File: src/rtl/regfile_scrub_if.sv
// Register-file access bundle: read ports, write port, debug slice and scrub status.
// The control side uses the master modport; the register file uses slave.
interface regfile_scrub_if #(
  parameter int DATA_W = 32,
  parameter int ADDR_W = 5,
  parameter int NUM_RD = 2,
  parameter int DBG_W  = 16
);
  localparam int NSLICE = DATA_W / DBG_W;
  localparam int SEL_W  = (NSLICE > 1) ? $clog2(NSLICE) : 1;

  logic [NUM_RD*ADDR_W-1:0] rd_addr;
  logic [NUM_RD*DATA_W-1:0] rd_data;
  logic [ADDR_W-1:0]        wr_addr;
  logic [DATA_W-1:0]        wr_data;
  logic                     reg_we;
  logic [ADDR_W-1:0]        dbg_addr;
  logic [SEL_W-1:0]         dbg_sel;
  logic [DBG_W-1:0]         dbg_data;
  logic                     busy;

  modport master (
    output rd_addr, wr_addr, wr_data, reg_we, dbg_addr, dbg_sel,
    input  rd_data, dbg_data, busy
  );

  modport slave (
    input  rd_addr, wr_addr, wr_data, reg_we, dbg_addr, dbg_sel,
    output rd_data, dbg_data, busy
  );
endinterface

File: src/rtl/regfile_scrub.sv
// Multi-port register file with optional write-through bypass, a debug slice port
// and a reset-triggered scrub that zeroes one register per cycle while busy is high.
module regfile_scrub #(
  parameter int DATA_W   = 32,
  parameter int NUM_REGS = 16,
  parameter int ADDR_W   = 5,
  parameter int NUM_RD   = 2,
  parameter int DBG_W    = 16,
  parameter int BYPASS   = 1
) (
  input  logic            clk,
  input  logic            rst,
  regfile_scrub_if.slave  rf
);
  localparam int NSLICE = DATA_W / DBG_W;
  localparam int SEL_W  = (NSLICE > 1) ? $clog2(NSLICE) : 1;
  localparam int PW     = ADDR_W + 1;
  localparam logic [PW-1:0] NUM_REGS_C = PW'(NUM_REGS);
  localparam logic [PW-1:0] LAST_C     = PW'(NUM_REGS - 1);

  logic [DATA_W-1:0]        regs_r [NUM_REGS];
  logic [PW-1:0]            clr_ptr_r;
  logic                     busy_r;
  logic                     wr_ok_s;
  logic [NUM_RD*DATA_W-1:0] rd_data_s;
  logic [DATA_W-1:0]        dbg_word_s;
  logic [DBG_W-1:0]         dbg_data_s;

  // Register 0 and out-of-range addresses never match, so they read as zero.
  function automatic logic [DATA_W-1:0] stored_word(input logic [ADDR_W-1:0] addr);
    logic [DATA_W-1:0] word;
    word = '0;
    for (int r = 1; r < NUM_REGS; r++) begin
      word = (addr == ADDR_W'(r)) ? regs_r[r] : word;
    end
    return word;
  endfunction

  assign wr_ok_s = rf.reg_we && !busy_r && !rst && (rf.wr_addr != '0) &&
                   ({1'b0, rf.wr_addr} < NUM_REGS_C);

  // Scrub control and register array update.
  always_ff @(posedge clk) begin
    if (rst) begin
      busy_r    <= 1'b1;
      clr_ptr_r <= '0;
    end else if (busy_r) begin
      for (int i = 0; i < NUM_REGS; i++) begin
        if (clr_ptr_r == PW'(i)) begin
          regs_r[i] <= '0;
        end
      end
      clr_ptr_r <= clr_ptr_r + PW'(1);
      if (clr_ptr_r == LAST_C) begin
        busy_r <= 1'b0;
      end
    end else begin
      for (int i = 0; i < NUM_REGS; i++) begin
        if (wr_ok_s && ({1'b0, rf.wr_addr} == PW'(i))) begin
          regs_r[i] <= rf.wr_data;
        end
      end
    end
  end

  // Read ports; wr_ok_s already excludes register 0 and out-of-range targets.
  always_comb begin
    rd_data_s = '0;
    for (int p = 0; p < NUM_RD; p++) begin
      if (busy_r) begin
        rd_data_s[p*DATA_W +: DATA_W] = '0;
      end else if ((BYPASS != 0) && wr_ok_s && (rf.rd_addr[p*ADDR_W +: ADDR_W] == rf.wr_addr)) begin
        rd_data_s[p*DATA_W +: DATA_W] = rf.wr_data;
      end else begin
        rd_data_s[p*DATA_W +: DATA_W] = stored_word(rf.rd_addr[p*ADDR_W +: ADDR_W]);
      end
    end
  end

  // Debug slice; selects beyond the last slice fall through to zero.
  always_comb begin
    dbg_word_s = '0;
    dbg_data_s = '0;
    if (busy_r) begin
      dbg_word_s = '0;
    end else begin
      dbg_word_s = stored_word(rf.dbg_addr);
    end
    for (int s = 0; s < NSLICE; s++) begin
      dbg_data_s = (rf.dbg_sel == SEL_W'(s)) ? dbg_word_s[s*DBG_W +: DBG_W] : dbg_data_s;
    end
  end

  assign rf.rd_data  = rd_data_s;
  assign rf.dbg_data = dbg_data_s;
  assign rf.busy     = busy_r;
endmodule

File: src/flat_wrapper.sv
// flat-port wrapper written by rule: the top's interface ports become plain ports
module regfile_scrub_flat 
#(
  parameter int DATA_W   = 32,
  parameter int NUM_REGS = 16,
  parameter int ADDR_W   = 5,
  parameter int NUM_RD   = 2,
  parameter int DBG_W    = 16,
  parameter int BYPASS   = 1
)
  (clk, rst, rf_rd_addr, rf_wr_addr, rf_wr_data, rf_reg_we, rf_dbg_addr, rf_dbg_sel, rf_rd_data, rf_dbg_data, rf_busy);
  regfile_scrub_if #(.DATA_W(DATA_W), .ADDR_W(ADDR_W), .NUM_RD(NUM_RD), .DBG_W(DBG_W)) rf_i ();
  input  logic clk;
  input  logic rst;
  input wire logic [$bits(rf_i.rd_addr)-1:0] rf_rd_addr;
  input wire logic [$bits(rf_i.wr_addr)-1:0] rf_wr_addr;
  input wire logic [$bits(rf_i.wr_data)-1:0] rf_wr_data;
  input wire logic [$bits(rf_i.reg_we)-1:0] rf_reg_we;
  input wire logic [$bits(rf_i.dbg_addr)-1:0] rf_dbg_addr;
  input wire logic [$bits(rf_i.dbg_sel)-1:0] rf_dbg_sel;
  output wire logic [$bits(rf_i.rd_data)-1:0] rf_rd_data;
  output wire logic [$bits(rf_i.dbg_data)-1:0] rf_dbg_data;
  output wire logic [$bits(rf_i.busy)-1:0] rf_busy;
  assign rf_i.rd_addr = rf_rd_addr;
  assign rf_i.wr_addr = rf_wr_addr;
  assign rf_i.wr_data = rf_wr_data;
  assign rf_i.reg_we = rf_reg_we;
  assign rf_i.dbg_addr = rf_dbg_addr;
  assign rf_i.dbg_sel = rf_dbg_sel;
  assign rf_rd_data = rf_i.rd_data;
  assign rf_dbg_data = rf_i.dbg_data;
  assign rf_busy = rf_i.busy;
  regfile_scrub #(.DATA_W(DATA_W), .NUM_REGS(NUM_REGS), .ADDR_W(ADDR_W), .NUM_RD(NUM_RD), .DBG_W(DBG_W), .BYPASS(BYPASS)) u_core (.clk(clk), .rst(rst), .rf(rf_i));
endmodule
File: config.mk
export PLATFORM = sky130hd
export DESIGN_NAME = regfile_scrub_flat
export DESIGN_NICKNAME = d
export VERILOG_FILES = /design/src/rtl/regfile_scrub_if.sv /design/src/rtl/regfile_scrub.sv /design/src/flat_wrapper.sv
export SDC_FILE = /design/constraint.sdc
export NUM_CORES = 1
export LEC_CHECK = 0
export ABC_AREA = 1
export BUFFER_PORTS_ARGS = -buffer_cell sky130_fd_sc_hd__buf_2
export CAP_MARGIN = 20
export CORE_MARGIN = 3
export CORE_UTILIZATION = 37
export DETAILED_ROUTE_END_ITERATION = 10
export PLACE_DENSITY = 0.58
export SETUP_SLACK_MARGIN = 0.3
export SYNTH_ARGS = -nofsm -noshare
export SYNTH_HDL_FRONTEND = slang
export SYNTH_SLANG_ARGS = --single-unit
File: constraint.sdc
create_clock -name clk -period 7.8 [get_ports clk]
set_clock_uncertainty 0.1 [all_clocks]
set_input_delay 0.39 -clock clk [delete_from_list [all_inputs] [get_ports clk]]
set_output_delay 0.39 -clock clk [all_outputs]
set_load 0.01 [all_outputs]
# --- Yosys cells after proc, flatten, opt, wreduce, memory -nomap -nowiden ---
# Memory sizes are Yosys's and may differ from the RTL's.
# Cells that the tools add are included.
op_classes:
  n_mux: 242
  bitwise: 16
  order_cmp: 1
  eq_ne: 77
  n_reduce_logical: 42
  n_addsub: 1
op_table:
  columns: ["cell", "n"]
  rows:
  - ["32-bit 2-to-1 mux", 81]
  - ["32-bit OR reduction", 15]
  - ["5-bit by 4-bit equality test with 1-bit output (second input constant)", 32]
  - ["1-bit 2-to-1 mux", 145]
  - ["5-bit by 3-bit equality test with 1-bit output (second input constant)", 16]
  - ["4-bit 2-to-1 mux", 15]
  - ["6-bit by 4-bit equality test with 1-bit output (second input constant)", 8]
  - ["5-bit by 2-bit equality test with 1-bit output (second input constant)", 8]
  - ["6-bit by 3-bit equality test with 1-bit output (second input constant)", 4]
  - ["1-bit logical AND", 22]
  - ["5-bit by 1-bit equality test with 1-bit output (second input constant)", 4]
  - ["16-bit 2-to-1 mux", 1]
  - ["1-bit bitwise OR", 16]
  - ["6-bit by 2-bit equality test with 1-bit output (second input constant)", 2]
  - ["5-bit equality test", 2]
  - ["6-bit by 1-bit adder with 6-bit output (second input constant)", 1]
  - ["6-bit by 1-bit equality test with 1-bit output (second input constant)", 1]
  - ["6-bit zero test", 1]
  - ["5-bit zero test", 1]
  - ["5-bit < comparator (second input constant)", 1]
  - ["5-bit nonzero test", 1]
  - ["1-bit zero test", 2]
word_totals:
  wordCells: 382
  memories: 1
  regBits: 7
  ramBits: 512
mem_list:
  columns: ["name", "depth", "width", "rd", "rd_ports_with_merged_regs", "wr", "line", "rtl"]
  rows:
  - ["u_core.regs_r", 16, 32, 15, 0, 1, "regfile_scrub.sv:21", "logic [DATA_W-1:0] regs_r [NUM_REGS];"]

# --- Longest topological paths before layout ---
depth:
  word_depth: 27
  depth_mapped: 17
  mapped_depth_nobuf: 15

# --- Worst setup path before layout ---
# Ideal clock, no wire load.
synth_path:
  path_type: "input to register"
  startpoint: "in rf_wr_addr[2]"
  endpoint: "mem u_core.regs_r[8][0], in the netlist u_core.regs_r[1][0], enable pin"
  arrival_ns: 3.825
  path_stages: 11
  required_ns: 7.276
  slack_ns: 3.450
  path_cell_list: "buf_6 > nor2_1 > nand2_1 > nand2_4 > inv_2 > nand2_2 > o22ai_1 > nor3_2 > nand2_4 > buf_12 > o31ai_2"
synth_between:
  elab_chain_cells: 25
synth_rtl:
  columns: ["item", "line", "rtl"]
  rows:
  - ["from (decl)", "flat_wrapper.sv:16", "input wire logic [$bits(rf_i.wr_addr)-1:0] rf_wr_addr;"]
  - ["branches (longest 25 deep; another with 5-bit < comparator)", null, null]
  - ["to (decl)", "regfile_scrub.sv:21", null]
# Several ways; the timed one is not identified.

# --- Final worst setup path ---
layout_path:
  startpoint: "reg u_core.busy_r, in the netlist u_core.rf.busy"
  endpoint: "out rf_rd_data[43]"
layout_between:
  elab_chain_cells: 8
layout_rtl:
  columns: ["item", "line", "rtl"]
  rows:
  - ["from (decl)", "regfile_scrub.sv:23", "logic busy_r;"]
  - ["from (signal assigned)", "regfile_scrub.sv:45", "busy_r <= 1'b1;"]
  - ["from (signal assigned)", "regfile_scrub.sv:55", "busy_r <= 1'b0;"]
  - ["1-bit zero test", "regfile_scrub.sv:39", "assign wr_ok_s = rf.reg_we && !busy_r && !rst && (rf.wr_addr != '0) &&"]
  - ["1-bit logical AND (4 in a row)", "regfile_scrub.sv:39", null]
  - ["1-bit logical AND", "regfile_scrub.sv:72", "end else if ((BYPASS != 0) && wr_ok_s && (rf.rd_addr[p*ADDR_W +: ADDR_W] == rf.wr_addr)) begin"]
  - ["32-bit 2-to-1 mux", "regfile_scrub.sv:72", null]
  - ["32-bit 2-to-1 mux *", "regfile_scrub.sv:70", "if (busy_r) begin"]
  - ["to (decl)", "flat_wrapper.sv:21", "output wire logic [$bits(rf_i.rd_data)-1:0] rf_rd_data;"]
# Mark *: on every way between the ends. The rest lies on a longest branch, timed or not.

==> reports/results.ini <==
[synthesis]
synth-async-reset-ratio = 0
ys_types = 42
postSynthAreaPerCell_um2 = 7.73
synth_top_area_frac = 0.476
synth.largest_area_cell = edfxtp_1
yosysMostFrequentCell = nand2_1
yosysSeqAreaShare = 0.481
synthesis.nets = 3976
synth_top_cells_by_area = edfxtp_1 48%, nand2_1 17%, nand4_1 5.5%
yosysWarningCount = 0
yosys_most_used_dff = edfxtp_1
synth_edf_count = 480
synth_area_um2 = 30300
netlist_instances = 3916
synth_commonest_cells = 1342 x nand2_1, 480 x edfxtp_1, 395 x inv_1
synth_seq_cells = 487

[cts]
post-cts-setup-buffers = 0
clock_latency_ns = 0.61
cts_tree = built
clkSinkCount = 487
cts_root_buf = clkbuf_16
cts_buffers = 54
clk_path_buf_depth = 3
htreeDepth = 2
post_cts_resized = 0
clk_transition_reported_paths_ns = 0.06

[worst_setup_path]
worstPathMaxFanout = 79
cp_cell_sequence = inv_2, buf_4, nand2_4, nor3_4, nand2_4, a211oi_1, nand2_1, buf_4, clkinv_1, a21oi_1, nand3_1, nand2_1, inv_1, buf_2
cp.arrival_ns = 4.30
critPathKind = reg -> out
max_stage_delay_ns = 0.78
worst_setup_path_start_kind = flip-flop
cp_slowest_cell = dfxtp_1
r2r_slack_ns = 3.32
crit_required_ns = 7.31
worstSetupEndpointType = primary output

[floorplanning]
core_area_um2 = 80800
start_util = 0.374
dieArea_um2 = 85200
io_pins = 137
rows = 104
dieHeight_um = 292
dieWidth_um = 292

[grt]
grt.total_usage = 0.275
grt_pass1_vias = 27070
gr-usage-met3 = 0.0399
antenna_found_initial = 3
busiest_layer = met2
grt_max_degree = 80
grt_pass1_wl_mm = 173
overflow = 0
use_met1 = 0.344
grt_util_met2 = 0.464

[detailed_routing]
wl_per_cell_um = 23.6
drc = 0
detail-route-antenna-nets = 0
vias_per_cell = 5.58
first_iter_violations = 3560
first_pass_iters = 6
num_vias = 28389
wl_mm = 120

[layout]
n_fill_cell = 8047
finalNetCount = 4048
fin_util = 0.420
fin_cells = 5087
area_delta_synth_final_pct = 12.1
final_layout_size_suffix_gt1_frac = 0.159

[min_path]
hp-class = in -> reg

[flow_run]
maxCapViolations = 0

[place]
dp_hpwl_mm = 80.4
place_congestion = 0.907
dp.cells = 4990
portBuffers = 136

[timing]
final-setup-viol-count = 0
worst_pin_slew_ns = 1.25
drv_slew = 0
relSlewSlack = 0.166
hold_viol = 0
setup_tns_ns = 0
maxClockFrequency_mhz = 209
min_period_ns = 4.79
period_share = 0.614
rsz0062_at_grt = no

[pwr]
seq_power_share = 0.488
p_int_w = 0.00441
p_sw_frac = 0.253
max-vdd-ir-drop_mv = 0.157
share_comb_of_total_power = 0.086
p_leak_nw = 13.8
p_switching_w = 0.00149
powerDensity_nw_per_um2 = 174
clkPwrFrac = 0.426

[status]
outcome = finished clean

-- worst paths after layout --
| check | from | endpoint | cells after the start |
|---|---|---|---|
| setup / recovery | u_core.rf.busy$_SDFF_PP1_ | rf_rd_data[43] | 14 |
| hold / removal | rf_wr_data[12] | u_core.regs_r[1][204]$_DFFE_PP_ | 3 |
| setup reg to reg | u_core.rf.busy$_SDFF_PP1_ | u_core.regs_r[1][26]$_DFFE_PP_ | 13 |
| hold reg to reg | u_core.clr_ptr_r[5]$_SDFFE_PP0P_ | u_core.clr_ptr_r[5]$_SDFFE_PP0P_ | 2 |
-- registers in the layout (all words and copies together), names as in the netlist --
register	count
u_core.regs_r	480
u_core.clr_ptr_r	6
u_core.rf.busy	1
-- power groups by stage --
stage / clock network (W) / registers (W) / logic, W
after floorplan: 0 / 0.00293 / 0.000257
after global placement: 0 / 0.00294 / 0.000506
after detailed placement: 0 / 0.00294 / 0.000505
after CTS: 0.00252 / 0.00288 / 0.000507
after global routing: 0.00263 / 0.00288 / 0.000543
final: 0.00251 / 0.00288 / 0.000511
-- through the flow --
step           setup WS (ns)  hold WS [ns]  power (W)  area [µm²]
6_report                3.01         0.117    0.00590       33900
5_1_grt                 2.73         0.123    0.00605       33900
4_1_cts                 3.03        0.0922    0.00591       33900
3_5_place_dp            3.28         0.365    0.00344       32200
3_3_place_gp            3.36         0.355    0.00344       32200
2_1_floorplan           3.45         0.339    0.00319       30300
-- placed cells by master, fill, tap and decap left out, types with 5 or more instances in the layout --
| cell | instances |
|---|---|
| nor2_1 | 333 |
| o21ai_4 | 6 |
| o21ai_1 | 16 |
| nand4_1 | 265 |
| a21oi_1 | 158 |
| buf_2 | 137 |
| clkbuf_1 | 12 |
| inv_2 | 41 |
| buf_4 | 66 |
| o22ai_1 | 5 |
| inv_1 | 393 |
| nand3_1 | 116 |
| o21ai_0 | 187 |
| clkbuf_16 | 59 |
| nand2_1 | 1340 |
| clkinv_2 | 8 |
| nand2_8 | 30 |
| edfxtp_1 | 480 |
| o211ai_1 | 29 |
| clkbuf_8 | 6 |
| nor3_1 | 10 |
| or2_2 | 31 |
| dfxtp_1 | 7 |
| nor2_2 | 219 |
| clkinv_1 | 11 |
| nor2_4 | 12 |
-- routing by layer --
layer,vias to the layer above,share of wire
met5,-,0
met4,0,0.053
met3,329,0.089
met2,1533,0.48
met1,13559,0.38
li1,12968,-
-- kinds of logic after synthesis --
| family | synth area share |
|---|---|
| flops | 0.481 |
| xor+xnor | 0.00145 |
| buf+inv | 0.0821 |
| simple gates | 0.362 |
| fa+ha+maj | 0.00165 |
| compound gates | 0.0716 |
-- critical path: cells and delay by family, from the launching register on --
kind            cells  cell delay, ns
simple gates        6            0.75
buf+inv             6            1.73
compound gates      2            0.38
flops               1            0.78
-- layout make-up --
cell class                      instances  area [µm²]  area share
Antenna cell                            1        2.50   0.0000738
Clock buffer                           77        1600      0.0473
Clock inverter                         17        90.1     0.00266
Inverter                              439        1650      0.0486
Multi-Input combinational cell       2801       13500       0.397
Sequential cell                       487       14600       0.429
Tap cell                             1060        1330      0.0391
Timing Repair Buffer                  205        1210      0.0357
-- what timing repair did --
item	4_1_cts	5_1_grt
endpoints found under the setup margin	0	0
endpoints found under the hold margin	2	0
hold buffers	1	0
(Power assumes the default switching activity.)
